==> src/rtl/jtag_user_pkg.sv <==
`default_nettype none
// +------------------------------------------------------------------+
// | jtag_user_pkg : shared types and constants for jtag_user_dr      |
// | Rev 1.0                                                          |
// +------------------------------------------------------------------+
package jtag_user_pkg;

  typedef enum logic [0:0] {
    ST_IDLE     = 1'b0,
    ST_SHIFTING = 1'b1
  } state_t;

  localparam logic [7:0] IR_ER1 = 8'h32;
  localparam logic [7:0] IR_ER2 = 8'h38;

  localparam int CHAIN_ER1 = 0;
  localparam int CHAIN_ER2 = 1;

  function automatic logic [7:0] chain_ir(input int chain);
    return (chain == CHAIN_ER2) ? IR_ER2 : IR_ER1;
  endfunction

endpackage
`default_nettype wire

==> src/rtl/jtag_user_dr.sv <==
`default_nettype none
// +------------------------------------------------------------------+
// | jtag_user_dr : JTAGG ER1/ER2 user data registers, LSB-first      |
// | Rev 1.0                                                          |
// +------------------------------------------------------------------+
module jtag_user_dr
  import jtag_user_pkg::*;
#(
  parameter int NUM_CHAINS = 2,
  parameter int DR_WIDTH   = 32
) (
  input  logic                           JTCK,
  input  logic                           rst,
  input  logic [NUM_CHAINS-1:0]          JCE,
  input  logic                           JSHIFT,
  input  logic                           JUPDATE,
  input  logic                           JRSTN,
  input  logic                           JTDI,
  input  logic [NUM_CHAINS*DR_WIDTH-1:0] capture_data_i,
  output logic [NUM_CHAINS-1:0]          JTDO,
  output logic [DR_WIDTH-1:0]            update_data_o,
  output logic [NUM_CHAINS-1:0]          update_valid_o,
  output logic                           len_err_o,
  output logic [NUM_CHAINS-1:0]          chain_sel_o,
  output logic                           tap_rst_o
);

  localparam int AW = (NUM_CHAINS > 1) ? $clog2(NUM_CHAINS) : 1;
  localparam int CW = $clog2(DR_WIDTH + 2);
  localparam logic [CW-1:0] CNT_FULL = CW'(DR_WIDTH);
  localparam logic [CW-1:0] CNT_SAT  = CW'(DR_WIDTH + 1);

  state_t                  state, state_nxt;
  logic [DR_WIDTH-1:0]     sr, sr_nxt;
  logic [CW-1:0]           count, count_nxt;
  logic [AW-1:0]           active, active_nxt;
  logic [DR_WIDTH-1:0]     update_data_nxt;
  logic [NUM_CHAINS-1:0]   update_valid_nxt;
  logic                    len_err_nxt;
  logic [NUM_CHAINS-1:0]   chain_sel_nxt;
  logic                    cap_hit;
  logic [AW-1:0]           cap_idx;
  logic [DR_WIDTH-1:0]     cap_slice;

  // Descending scan so the lowest qualifying chain is the one left standing.
  always_comb begin
    cap_hit = 1'b0;
    cap_idx = '0;
    for (int c = NUM_CHAINS - 1; c >= 0; c--) begin
      if (JCE[c] && !JSHIFT) begin
        cap_hit = 1'b1;
        cap_idx = AW'(c);
      end
    end
  end

  assign cap_slice = capture_data_i[cap_idx*DR_WIDTH +: DR_WIDTH];

  always_comb begin
    state_nxt        = state;
    sr_nxt           = sr;
    count_nxt        = count;
    active_nxt       = active;
    update_data_nxt  = update_data_o;
    update_valid_nxt = '0;
    len_err_nxt      = 1'b0;
    chain_sel_nxt    = chain_sel_o;
    if (!JRSTN) begin
      state_nxt     = ST_IDLE;
      count_nxt     = '0;
      chain_sel_nxt = '0;
    end else if (cap_hit) begin
      state_nxt              = ST_SHIFTING;
      sr_nxt                 = cap_slice;
      active_nxt             = cap_idx;
      count_nxt              = '0;
      chain_sel_nxt[cap_idx] = 1'b1;
    end else if (state == ST_SHIFTING) begin
      if (JUPDATE) begin
        state_nxt = ST_IDLE;
        if (count == CNT_FULL) begin
          update_data_nxt          = sr;
          update_valid_nxt[active] = 1'b1;
        end else begin
          len_err_nxt = 1'b1;
        end
      end else if (JCE[active] && JSHIFT) begin
        sr_nxt = {JTDI, sr[DR_WIDTH-1:1]};
        // Saturate one past full so over-length shifts still flag an error.
        if (count != CNT_SAT) count_nxt = count + 1'b1;
      end
    end
  end

  always_ff @(posedge JTCK) begin
    if (rst) begin
      state          <= ST_IDLE;
      sr             <= '0;
      count          <= '0;
      active         <= '0;
      update_data_o  <= '0;
      update_valid_o <= '0;
      len_err_o      <= 1'b0;
      chain_sel_o    <= '0;
      tap_rst_o      <= 1'b1;
    end else begin
      state          <= state_nxt;
      sr             <= sr_nxt;
      count          <= count_nxt;
      active         <= active_nxt;
      update_data_o  <= update_data_nxt;
      update_valid_o <= update_valid_nxt;
      len_err_o      <= len_err_nxt;
      chain_sel_o    <= chain_sel_nxt;
      tap_rst_o      <= ~JRSTN;
    end
  end

  always_comb begin
    JTDO = '0;
    if (state == ST_SHIFTING) JTDO[active] = sr[0];
  end

endmodule
`default_nettype wire
==> config.mk <==
export PLATFORM = sky130hd
export DESIGN_NAME = jtag_user_dr
export DESIGN_NICKNAME = d
export VERILOG_FILES = /design/src/rtl/jtag_user_pkg.sv /design/src/rtl/jtag_user_dr.sv
export SDC_FILE = /design/constraint.sdc
export NUM_CORES = 1
export LEC_CHECK = 0
export ABC_AREA = 1
export CAP_MARGIN = 20
export CELL_PAD_IN_SITES_DETAIL_PLACEMENT = 0
export CELL_PAD_IN_SITES_GLOBAL_PLACEMENT = 1
export CORE_UTILIZATION = 33
export CTS_CLUSTER_SIZE = 12
export DETAILED_ROUTE_END_ITERATION = 10
export PLACE_DENSITY_LB_ADDON = 0.1
export SLEW_MARGIN = 20
export SYNTH_ARGS = -nofsm -noshare
export SYNTH_HDL_FRONTEND = slang
export SYNTH_SLANG_ARGS = --single-unit
==> constraint.sdc <==
create_clock -name JTCK -period 1.52 [get_ports JTCK]
set_input_delay 0.304 -clock JTCK [delete_from_list [all_inputs] [get_ports JTCK]]
set_output_delay 0.304 -clock JTCK [all_outputs]
set_load 0.01 [all_outputs]
=== Yosys cells after proc, flatten, opt, wreduce, memory -nomap -nowiden ===
Cells that the tools add are included.

* Register bits: 78
* Bits of input ports: 72
* Output and inout port bits: 40
* Logic and storage cells: 59

* Add/sub/neg operators: 1
* $lt $le $gt $ge: 4
* Equality and inequality tests: 3
* Shifts and indexed selects: 1
* Muxes and demuxes: 18
* Bitwise logic cells: 7
* Reductions and logical operators: 16

{| class="wikitable"
|+ Operator list
! operator !! count
|-
| $mux W32 || 4
|-
| $shiftx A64 B7 Y32 || 1
|-
| $mux W1 || 11
|-
| $reduce_and A4 Y1 || 2
|-
| $add A6 B1 Y6 const B || 1
|-
| $eq A6 B6 Y1 const B || 1
|-
| $ne A6 B6 Y1 const B || 1
|-
| $reduce_or A6 Y1 || 1
|-
| $logic_and A1 B1 Y1 || 5
|-
| $not A1 Y1 || 5
|-
| $reduce_and A5 Y1 || 1
|-
| $reduce_or A5 Y1 || 1
|-
| $lt A1 B2 Y1 const B || 2
|-
| $reduce_bool A2 Y1 || 2
|-
| $reduce_or A3 Y1 || 1
|-
| $and A2 B2 Y2 || 1
|-
| $demux W1 S1 || 2
|-
| $ge A1 B1 Y1 const B || 2
|-
| $mux W2 || 1
|-
| $ne A2 B1 Y1 const B || 1
|-
| $or A2 B2 Y2 || 1
|-
| $reduce_and A2 Y1 || 1
|-
| $reduce_or A2 Y1 || 1
|-
| $logic_not A1 Y1 || 1
|}

=== Logic depth before layout (Yosys ltp) ===
* Word-level depth: 9
* Mapped depth: 9
* Mapped depth without buffers: 8

=== Worst setup path before layout ===
No wires, ideal clock.

* Path type: reg2reg
* Start: reg count[0]
* End: reg update_data_o[23]
* Library setup time: 113 ps
* Arrival: 1211 ps
* Required time: 1407 ps
* Path slack: 196 ps
* Stages on the path, launching flop included: 10
* Buffers on the path: 1
* Period minus slack after synthesis: 1324 ps
* Path through: dfxtp_1 > inv_1 > ha_1 > nand2_1 > nor2_2 > nand2_2 > inv_2 > buf_4 > nor2_1 > nor2_1

* Longest elaborated chain between the ends: 2

{| class="wikitable"
|+ RTL lines
! element !! RTL line !! RTL
|-
| start: declaration || jtag_user_dr.sv:35 || <nowiki>logic [CW-1:0] count, count_nxt;</nowiki>
|-
| start signal: assignment || jtag_user_dr.sv:109 || <nowiki>count <= count_nxt;</nowiki>
|-
| $eq A6 B6 Y1 || jtag_user_dr.sv:81 || <nowiki>if (count == CNT_FULL) begin</nowiki>
|-
| $reduce_and A5 Y1 (no line) || n/a ||
|-
| end signal: assignment || jtag_user_dr.sv:111 || <nowiki>update_data_o <= update_data_nxt;</nowiki>
|-
| end: declaration || jtag_user_dr.sv:21 || <nowiki>output logic [DR_WIDTH-1:0] update_data_o,</nowiki>
|}

Every way passes these cells.
A chain may end at the register's enable or synchronous reset.

=== Final worst setup path ===
* Start: reg sr[0]
* End: out JTDO[0]

* Longest elaborated chain between the ends: 2

{| class="wikitable"
|+ RTL lines
! element !! RTL line !! RTL
|-
| start: declaration || jtag_user_dr.sv:34 || <nowiki>logic [DR_WIDTH-1:0] sr, sr_nxt;</nowiki>
|-
| start signal: assignment || jtag_user_dr.sv:108 || <nowiki>sr <= sr_nxt;</nowiki>
|-
| $and A2 B2 Y2 (no line) || n/a ||
|-
| $mux W2 || jtag_user_dr.sv:121 || <nowiki>if (state == ST_SHIFTING) JTDO[active] = sr[0];</nowiki>
|-
| end: declaration || jtag_user_dr.sv:20 || <nowiki>output logic [NUM_CHAINS-1:0] JTDO,</nowiki>
|}

Every way passes these cells.

==> reports/summary.md <==
The number of hold buffers added after CTS was 0. The total number of placement rows is 40, and the count of synthesis-stage warnings from yosys is 0. The required time of the worst setup path is 1220 ps. For the cell total after placement, the log shows 937. Setup slack on the critical path of the routed design comes to 41.9 ps. Endpoint kind of the worst setup timing path: an output port. In this run, post-CTS repair resized a total of 24 instances. Across all hold checks on the routed design, the worst slack comes to 452 ps.

The via count normalized by instance count is 4.43. The die outline area is 12900 sq um. The cell-internal power came out at 3.90 mW. Cells with a size suffix above 1 make up 9.68% of the layout. Combinational logic burns 15.9% of the power. The first global-routing pass estimated 18.9 mm of wire.

The number of pins with negative max-slew slack in the final report is 0. In this run the static leakage power is 3.25 nW. Buffers placed on the I/O ports in this run total 111. Cells fill 50.2% of the core in the end.

TritonCTS built the clock tree. STA classifies the critical path startpoint as a register. For the worst setup path, the data arrival time is 1170 ps.

The initial cell density of the core is 34.0%, and the power spent charging and discharging nets is 1.28 mW. In the synthesized netlist, the number of instances is 656. Pin count of the biggest net entering global routing: 34. For this run, the leading register cell type out of synthesis is sky130_fd_sc_hd__dfxtp_1. The number of clock buffers added by TritonCTS is 9. The finished cells cover 6060 sq um. The TritonCTS sink count is 78.

After layout, the worst path uses 97.2% of the clock period. The maximum fanout count along the critical path came out at 3. After synthesis, the mean cell area works out to 6.24 sq um. Leaving out filler cells and counting taps, the final layout contains 953. The number of nets handed over by synthesis was 731. The worst hold path was traced through 2 stages.

Max-cap violations in this run came to 0. Sorting the synthesized cells by how often they occur yields sky130_fd_sc_hd__nand2_1 (161), sky130_fd_sc_hd__nor2_1 (136), sky130_fd_sc_hd__dfxtp_1 (78). The most frequent cell after synthesis was sky130_fd_sc_hd__nand2_1. Summing the sequential cell areas from Yosys gives 38.1% of the chip area. CTS built an H-tree with a depth of 3. The placed instances occupy a cell area of 5670 sq um. In this run switching power makes up 24.7% of total power.

Average wire per standard cell: 12.0 um. The total power per unit cell area was 856 nW/um^2; the netlist area before placement was 4100 sq um. The worst setup path is of the register to output port kind. The final layout contains routed wiring with a total length of 11.4 mm. The logs give 0 for the remaining antenna violation count and 473 um for the met3 wire length. Setup violations remaining at the end of the flow were counted as 0. The portion of synthesized cell area occupied by the leading cell type is 38.1%, and the number of buffers added for setup after CTS is 0. The clock passes through at most 2 buffers.

The worst pin sits at a relative slew slack of 83.6%. Across the VDD grid, the largest voltage drop is 0.507 mV. Routed signal wires occupy layers up through met4.

Measured in cells, the most critical reg-to-reg path has a length of 8. The detailed route wirelength on metal2 was 5.37 mm. Before antenna repair, the detailed router went through 4 iterations. Clock-pin slew was measured on the worst setup and hold paths at 60 ps.

The run gives -306 ps as the minimum setup slack after placement. CTS placed an instance of sky130_fd_sc_hd__clkbuf_16 at the clock tree root. The tools report the detailed-placement wirelength estimate as 8.30 mm. The part of the power in registers was 41.9%.

The synthesized design contains 78 register bits. The global route total overflow was 0. The net count of the finished layout is 855.

The run gives 18.5% as the total global routing track utilization. For the area inside the core boundary, the log shows 12100 sq um. The die extent in x works out to 113 um.

Setup repair after global routing left no endpoint under its margin. The worst min-delay path class is register to register. After synthesis, the cell types taking the most area are sky130_fd_sc_hd__dfxtp_1 (38%), sky130_fd_sc_hd__nand2_1 (15%), sky130_fd_sc_hd__nor2_1 (12%), sky130_fd_sc_hd__nand3_1 (8.8%), sky130_fd_sc_hd__inv_1 (7.0%).

The design draws 5.18 mW. The number of antenna violations at the first check in global routing was 0; the final critical delay including setup and external delays was 1480 ps. The via count of the first global-routing pass came out at 3868. The summed negative setup slack over all endpoints was 0 ps; the die extent in y was 113 um. The number of failing hold endpoints at the final stage was 0. The detailed router placed 4221 vias in this run. The logs give 330 ps for the later-pin clock latency in the skew report and 0 for the number of diodes added for antenna fixing. Routability-driven placement finished with a final weighted congestion of 0.773. After synthesis, the netlist uses 22 different library cells. For this block, wires on met1 add up to 5.48 mm. Layout overhead on the synthesized area: 47.9%. The run gives 677 MHz as the fmax.

At the pin with the least slew margin, the transition time is 246 ps. The worst-case clock skew is 6.14 ps. The remaining design rule violation count came out at 0. The synthesized design contains 0 enable-type register cells.

Library cell with the largest summed area after synthesis: sky130_fd_sc_hd__dfxtp_1. During I/O placement, the number of pins put on the boundary was 112. The clock network burns 42.3% of the power. The run finished with clean final reports. For this block, the initial DRC count from the detailed router was 195. Async set-reset flop share out of synthesis: 0%.
sequential cells by signal, summed over array words and instances, names as in the netlist:
register,flops
count,6
update_valid_o,2
active,1
state,1
tap_rst_o,1
len_err_o,1
sr,32
chain_sel_o,2
update_data_o,32
layout make-up:
cell class                 count  area, sq um
sequential                    78         1570
tap                          168          210
multi-input combinational    459         2070
timing repair buffer         150         1590
inverter                      82          310
clock buffer                  11          253
clock inverter                 5         57.6
fill                        1222         6000
power groups by stage:
| stage | logic [mW] | registers [mW] | clock network (mW) |
|---|---|---|---|
| global placement | 0.817 | 2.21 | 0 |
| detailed placement | 0.823 | 2.21 | 0 |
| CTS | 0.827 | 2.17 | 2.24 |
| floorplan | 0.448 | 2.20 | 0 |
| finish | 0.822 | 2.17 | 2.19 |
| global route | 0.932 | 2.18 | 2.35 |
placed cells by master (no fill, tap or decap), drive strengths merged, types with 4 or more instances in the layout:
| cell | Yosys | routed |
|---|---|---|
| buf | 26 | 39 |
| nand2 | 164 | 164 |
| clkdlybuf4s50 | 0 | 71 |
| nor2 | 137 | 137 |
| inv | 82 | 82 |
| dlygate4sd2 | 0 | 17 |
| nor3 | 4 | 4 |
| clkbuf | 11 | 11 |
| o21ai | 33 | 33 |
| dlymetal6s2s | 0 | 21 |
| a21oi | 9 | 9 |
| nand3 | 73 | 73 |
| nand3b | 31 | 31 |
| dfxtp | 78 | 78 |
per-layer routing:
metal	vias up	global-route usage, %
met1	1848	24.9
met5	-	0
met3	6	3.13
met2	92	30.6
li1	2275	-
met4	0	5.35
path summary, 6_finish.rpt:
check,from,end,slack [ps]
worst min-delay path,chain_sel_o[1]$_SDFFE_PP0P_,chain_sel_o[1]$_SDFFE_PP0P_,450
worst min register to register,chain_sel_o[1]$_SDFFE_PP0P_,chain_sel_o[1]$_SDFFE_PP0P_,450
worst max-delay path,sr[0]$_SDFFE_PP0P_,JTDO[0],40
worst max register to register,count[0]$_SDFFE_PP0P_,update_data_o[25]$_SDFFE_PP0P_,150
worst max-delay path: stages, from the launching register on:
cell and delay (ps):
sky130_fd_sc_hd__dfxtp_2 340, sky130_fd_sc_hd__inv_2 60, sky130_fd_sc_hd__nor3_1 190, sky130_fd_sc_hd__clkdlybuf4s15_2 260
cells by family (layout without fill, tap and decap cells):
kind of cell | after synthesis | in the layout | share of synthesized area, %
AO/OA/AOI/OAI | 42 | 42 | 5.13
XOR/XNOR | 3 | 3 | 0.642
adder cells (fa/ha/maj) | 3 | 3 | 0.916
buffers and inverters | 119 | 248 | 11.9
flip-flops | 78 | 78 | 38.1
AND/OR/NAND/NOR | 411 | 411 | 43.3
Power figures use the tool's default switching activity.
